## src/rtl/comperator_axi_ip_v1_0_block_scheduler.sv

```systemverilog
// Frame-level sequencer for the stereo block readers and the block comparator:
// walks every block of the frame, issuing reader go pulses and comparator starts in turn.
module comperator_axi_ip_v1_0_block_scheduler #(
  parameter int unsigned BLOCKS_PER_ROW = 80,
  parameter int unsigned BLOCK_ROWS     = 480,
  parameter int unsigned TIMEOUT        = 65535
) (
  input  logic        aclk,
  input  logic        aresetn,
  input  logic        start,
  input  logic        abort,
  output logic        go_left,
  output logic        go_right,
  input  logic        done_left,
  input  logic        done_right,
  output logic        cmp_start,
  input  logic        cmp_done,
  output logic [15:0] block_col,
  output logic [15:0] block_row,
  output logic        busy,
  output logic        frame_done,
  output logic        error
);

  localparam logic [15:0] LAST_COL = 16'(BLOCKS_PER_ROW - 1);
  localparam logic [15:0] LAST_ROW = 16'(BLOCK_ROWS - 1);
  localparam logic [15:0] TMO_LAST = 16'(TIMEOUT - 1);

  typedef enum logic [2:0] {
    S_IDLE     = 3'd0,
    S_ISSUE    = 3'd1,
    S_ARM      = 3'd2,
    S_WAIT_RD  = 3'd3,
    S_CMP      = 3'd4,
    S_WAIT_CMP = 3'd5,
    S_ADVANCE  = 3'd6
  } state_t;

  state_t      state_q;
  logic [15:0] col_q, row_q, timer_q;
  logic        got_l_q, got_r_q;
  logic        go_q, cmp_start_q, busy_q, frame_done_q, error_q;
  logic        got_l_d, got_r_d;

  // Reader dones are sticky within a block so they may arrive in any order.
  assign got_l_d = got_l_q | done_left;
  assign got_r_d = got_r_q | done_right;

  // Sequencer state, position counters, wait timer and registered outputs.
  always_ff @(posedge aclk or negedge aresetn) begin
    if (!aresetn) begin
      state_q      <= S_IDLE;
      col_q        <= 16'd0;
      row_q        <= 16'd0;
      timer_q      <= 16'd0;
      got_l_q      <= 1'b0;
      got_r_q      <= 1'b0;
      go_q         <= 1'b0;
      cmp_start_q  <= 1'b0;
      busy_q       <= 1'b0;
      frame_done_q <= 1'b0;
      error_q      <= 1'b0;
    end else begin
      go_q         <= 1'b0;
      cmp_start_q  <= 1'b0;
      frame_done_q <= 1'b0;
      if (abort) begin
        state_q <= S_IDLE;
        col_q   <= 16'd0;
        row_q   <= 16'd0;
        timer_q <= 16'd0;
        got_l_q <= 1'b0;
        got_r_q <= 1'b0;
        busy_q  <= 1'b0;
      end else begin
        case (state_q)
          S_IDLE: begin
            if (start) begin
              state_q <= S_ISSUE;
              col_q   <= 16'd0;
              row_q   <= 16'd0;
              error_q <= 1'b0;
              busy_q  <= 1'b1;
            end else begin
              busy_q  <= 1'b0;
            end
          end
          S_ISSUE: begin
            go_q    <= 1'b1;
            got_l_q <= 1'b0;
            got_r_q <= 1'b0;
            state_q <= S_ARM;
          end
          // Readers still show the previous done for one cycle after go.
          S_ARM: begin
            timer_q <= 16'd0;
            state_q <= S_WAIT_RD;
          end
          S_WAIT_RD: begin
            got_l_q <= got_l_d;
            got_r_q <= got_r_d;
            if (got_l_d && got_r_d) begin
              state_q <= S_CMP;
            end else if (timer_q == TMO_LAST) begin
              error_q <= 1'b1;
              busy_q  <= 1'b0;
              state_q <= S_IDLE;
            end else begin
              timer_q <= timer_q + 16'd1;
            end
          end
          S_CMP: begin
            cmp_start_q <= 1'b1;
            timer_q     <= 16'd0;
            state_q     <= S_WAIT_CMP;
          end
          S_WAIT_CMP: begin
            if (cmp_done) begin
              state_q <= S_ADVANCE;
            end else if (timer_q == TMO_LAST) begin
              error_q <= 1'b1;
              busy_q  <= 1'b0;
              state_q <= S_IDLE;
            end else begin
              timer_q <= timer_q + 16'd1;
            end
          end
          S_ADVANCE: begin
            if (col_q == LAST_COL) begin
              if (row_q == LAST_ROW) begin
                frame_done_q <= 1'b1;
                busy_q       <= 1'b0;
                state_q      <= S_IDLE;
              end else begin
                col_q   <= 16'd0;
                row_q   <= row_q + 16'd1;
                state_q <= S_ISSUE;
              end
            end else begin
              col_q   <= col_q + 16'd1;
              state_q <= S_ISSUE;
            end
          end
          default: begin
            busy_q  <= 1'b0;
            state_q <= S_IDLE;
          end
        endcase
      end
    end
  end

  assign go_left    = go_q;
  assign go_right   = go_q;
  assign cmp_start  = cmp_start_q;
  assign block_col  = col_q;
  assign block_row  = row_q;
  assign busy       = busy_q;
  assign frame_done = frame_done_q;
  assign error      = error_q;

endmodule

```

## config.mk

```make
export PLATFORM = sky130hd
export DESIGN_NAME = comperator_axi_ip_v1_0_block_scheduler
export DESIGN_NICKNAME = d
export VERILOG_FILES = /design/src/rtl/comperator_axi_ip_v1_0_block_scheduler.sv
export SDC_FILE = /design/constraint.sdc
export NUM_CORES = 1
export LEC_CHECK = 0
export ABC_AREA = 1
export ABC_CLOCK_PERIOD_IN_PS = 3900
export BUFFER_PORTS_ARGS = -buffer_cell sky130_fd_sc_hd__clkbuf_2
export CAP_MARGIN = 5
export CORE_AREA = 5 5 66 127
export DETAILED_ROUTE_END_ITERATION = 10
export DIE_AREA = 0 0 71 132
export GPL_ROUTABILITY_DRIVEN = 0
export PLACE_DENSITY_LB_ADDON = 0.08
export SLEW_MARGIN = 0
export SYNTH_ARGS = -nofsm -noshare
export SYNTH_HDL_FRONTEND = slang
export SYNTH_SLANG_ARGS = --single-unit
```

## constraint.sdc

```tcl
create_clock -name aclk -period 3.9 [get_ports aclk]
set_clock_uncertainty 0.1 [all_clocks]
set_input_delay 0.78 -clock aclk [delete_from_list [all_inputs] [get_ports aclk]]
set_output_delay 0.78 -clock aclk [all_outputs]
set_load 0.01 [all_outputs]
```

==> run summary <==
The chip width came out at 71 µm. The final antenna diode count came out at 0. For the pin with the worst max-slew slack, the measured transition is 624 ps. The total nets after synthesis came out at 617.

The cell type contributing the most total cell area after synthesis is sky130_fd_sc_hd__dfrtp_1. The number of clock sinks is 58. For this run, the leading register cell type out of synthesis is sky130_fd_sc_hd__dfrtp_1. The net switching share of the total power came out at 26.4%. The fraction of final layout cells sized beyond drive strength 1 came out at 13.8%. Setup repair after global routing left no endpoint under its margin. Fill cells in the final layout number 681. The count of nets left with antenna violations once routing finished came out at 0. The delay of the slowest critical-path stage came out at 450 ps. Detailed placement finished with a half-perimeter wire length of 8660 µm. The routed wirelength normalized by instance count is 15.8 µm.

The level count of the clock H-tree came out at 3. The count of cells in the finished layout, fillers not included, comes to 744. The number of clock buffers inserted by TritonCTS came out at 9. The clock period minus worst slack came out at 2390 ps. The fraction of the yosys area taken by sequential cells is 36.1%. In this run, the number of DRC markers left after iteration 0 of detailed routing was 506. Summing every instance area after synthesis gives 0.00403 mm². The wire length reported by the detailed router came out at 11700 µm. The gate family responsible for the most delay along the worst path is simple AND/OR/NAND/NOR gates. The worst endpoint required time is 4010 ps.

Yosys mapped a number of flops with a built-in enable equal to 0. The smallest setup slack after layout came out at 1510 ps. The iteration count of the initial detailed-routing pass came out at 5. The number of placed instances, taps included, is 728. The share of the clock period used by the worst path is 61.2%.

The multi-input combinational cells in the finished layout cover a total of 0.00222 mm². The initial antenna violation count is 0. The count of pins over their slew limit came out at 0. The average instance area after synthesis came out at 6.64 µm². Counting flops and latches in the post-synthesis netlist gives 58. The number of global-route vias before repair came out at 4105. The quantity of hold-fixing buffers added after cts came out at 0.

For this run, the number of Yosys warnings is 0. The worst-skew pair later-pin latency came out at 330 ps. The leakage power total is 2.22 nW. The internal portion of the total power is 0.00109 W. The total overflow left after global routing is 0. The number of maximum-capacitance constraint violations came out at 0. The synthesized design devotes to its leading area cell type 36.1% of total area.

The signed area change from the synthesized netlist to the final layout came out at 12.9%. The highest net fanout along the worst path is 21. TritonCTS built the clock tree. The sequential power share came out at 42.1%. The post-detailed-route DRC marker count is 0. The combinational fraction of design power came out at 10.0%. The number of standard cells after synthesis came out at 606. Post-CTS repair changed the size of 0 cells. The ratio of routed vias to standard cells is 5.57. The number of I/O port buffers is 44. The die area is 0.00937 mm². The largest net degree at the start of global routing is 37.

The slowest cell on the critical path is sky130_fd_sc_hd__dfrtp_1. The final total negative setup slack is 0 ps. The worst-case setup slack after placement is 1360 ps. The first global-routing pass estimated 19600 µm of wire.

The height of the chip is 132 µm. The fraction of the core area covered by cells at the end of the flow is 62.5%. In this run the power spent charging and discharging nets is 0.000389 W. The headroom to the max-slew limit is 58.1%. The maximum operating frequency is 0.419 GHz. The worst-case hold slack came out at 354 ps. The count of endpoints failing hold in the final timing report is 0.

The critical path data arrival time is 2490 ps. The clock slew seen by the registers of the worst setup and hold paths came out at 50 ps. The worst setup path is launched from a register. The most numerous cell on the critical path is sky130_fd_sc_hd__nand2_1. Clock tree synthesis selected as its root buffer the cell sky130_fd_sc_hd__clkbuf_16.

The critical path endpoint category is a register. The proportion of register bits with asynchronous set or reset after synthesis came out at 100%. Walking the worst path, the cells encountered are ha_1 -> nand2_1 -> inv_1 -> nand2_1 -> nor2_1 -> nand3_1 -> nand3_2 -> inv_2 -> nand2_1 -> o21ai_0. The run finished with clean final reports. The count of endpoints failing setup in the final report came out at 0. The clock network fraction of design power came out at 47.9%. The worst setup path is of the register to register kind. Global routing used 26.2% of the available tracks. For this design the ratio of total power to cell area is 324 mW/mm². The path class of the lowest-slack min-delay path is primary input to asynchronous set/reset pin. The total setup buffers inserted after CTS came out at 0.

Across the VDD grid, the largest voltage drop is 0.262 mV. The number of rows created at floorplan is 44. The total area inside the core boundary comes to 0.00727 mm². The storage element area came out at 0.00145 mm². The sum of buffers and inverters on the critical path came out at 2.

The buffer levels on the longest clock path came out at 2. By area the synthesized netlist is led by sky130_fd_sc_hd__dfrtp_1, sky130_fd_sc_hd__nand2_1, sky130_fd_sc_hd__nor2_1. The number of nets in the layout came out at 658. In this run, distinct cell masters in the synthesized netlist total 34. The I/O pin count came out at 45. The number of vias in the routed layout came out at 4144. The starting density of the core came out at 55.4%.
[synth_stat cells, types with 5 or more instances]
master / n
sky130_fd_sc_hd__nor2_1: 90
sky130_fd_sc_hd__nand3_1: 62
sky130_fd_sc_hd__nand2_1: 181
sky130_fd_sc_hd__inv_1: 61
sky130_fd_sc_hd__dfrtp_1: 58
sky130_fd_sc_hd__a21oi_1: 9
sky130_fd_sc_hd__xor2_1: 12
sky130_fd_sc_hd__nor3_1: 13
sky130_fd_sc_hd__nand2_2: 7
sky130_fd_sc_hd__o21ai_0: 20
sky130_fd_sc_hd__nand4_1: 38
sky130_fd_sc_hd__nor2_2: 6
sky130_fd_sc_hd__or2_2: 5
[per-layer routing]
layer	vias up	track usage (%)	share of wire (%)
met5	-	0	0
met4	0	15.3	4.1
met3	38	3.97	3.8
met2	123	47.6	57
met1	1939	27.6	35
li1	2044	-	-
[power groups by stage]
stage	logic [W]	clock network, W	registers, W
after CTS	0.000149	0.000720	0.000619
after global placement	0.000146	0	0.000629
after detailed placement	0.000148	0	0.000629
after global routing	0.000161	0.000754	0.000621
final	0.000147	0.000707	0.000620
after floorplan	0.000110	0	0.000627
[worst register-to-register path: cells and delay by family, from the launching register on]
family                     cells  cell delay (ps)
and+or+nand+nor                6             1090
DFF                            1              450
adders and majority gates      1              290
buffers and inverters          2              260
AOI/OAI and AO/OA              1               80
[metrics by stage]
step	area, µm²	total power (W)
2_1_floorplan	4030	0.000737
3_3_place_gp	4280	0.000775
3_5_place_dp	4280	0.000777
4_1_cts	4540	0.00149
5_1_grt	4540	0.00154
6_report	4540	0.00147
[worst paths after layout]
| path | start | to | slack, ps | depth (start not counted) |
|---|---|---|---|---|
| max | block_row[0] | block_row[2] | 1510 | 10 |
| max reg2reg | block_row[0] | block_row[2] | 1510 | 10 |
| min in group aclk | busy | busy | 370 | 2 |
| min | aresetn | block_row[13] | 350 | 1 |
| max in group asynchronous | aresetn | cmp_start | 2410 | 2 |
| min reg2reg | busy | busy | 370 | 2 |
[cell type report]
| type | count | share of cell area, % |
|---|---|---|
| Clock buffer | 13 | 5.51 |
| Clock inverter | 3 | 0.330 |
| Inverter | 65 | 5.40 |
| Multi-Input combinational cell | 466 | 48.9 |
| Sequential cell | 58 | 31.9 |
| Tap cell | 92 | 2.53 |
| Timing Repair Buffer | 47 | 5.34 |
[sequential cells by signal (all words and copies together), names as in the netlist]
name,flops
got_r_q,1
frame_done,1
got_l_q,1
error,1
timer_q,16
state_q,3
go_left,1
block_col,16
busy,1
block_row,16
cmp_start,1
[cell usage in the layout (no fill, tap or decap), drive strengths merged, types with 2 or more instances in the layout]
master / instances
inv: 63
o21ai: 21
a31o: 2
clkbuf: 57
xor2: 12
dfrtp: 58
nand4: 38
or2: 5
buf: 3
nand2: 190
nor2: 97
ha: 4
nor3: 13
o21bai: 2
a21oi: 9
nand3: 65
clkinv: 5
nor4: 4
[cells by family (layout without fill, tap and decap cells)]
group	count (synthesis)	in the layout	share of synthesized area [%]
buf+inv	82	128	8.70
compound gates	35	35	4.97
flops	58	58	36.1
simple gates	415	415	46.4
xor+xnor	12	12	2.61
fa+ha+maj	4	4	1.24
(Power assumes the default switching activity.)
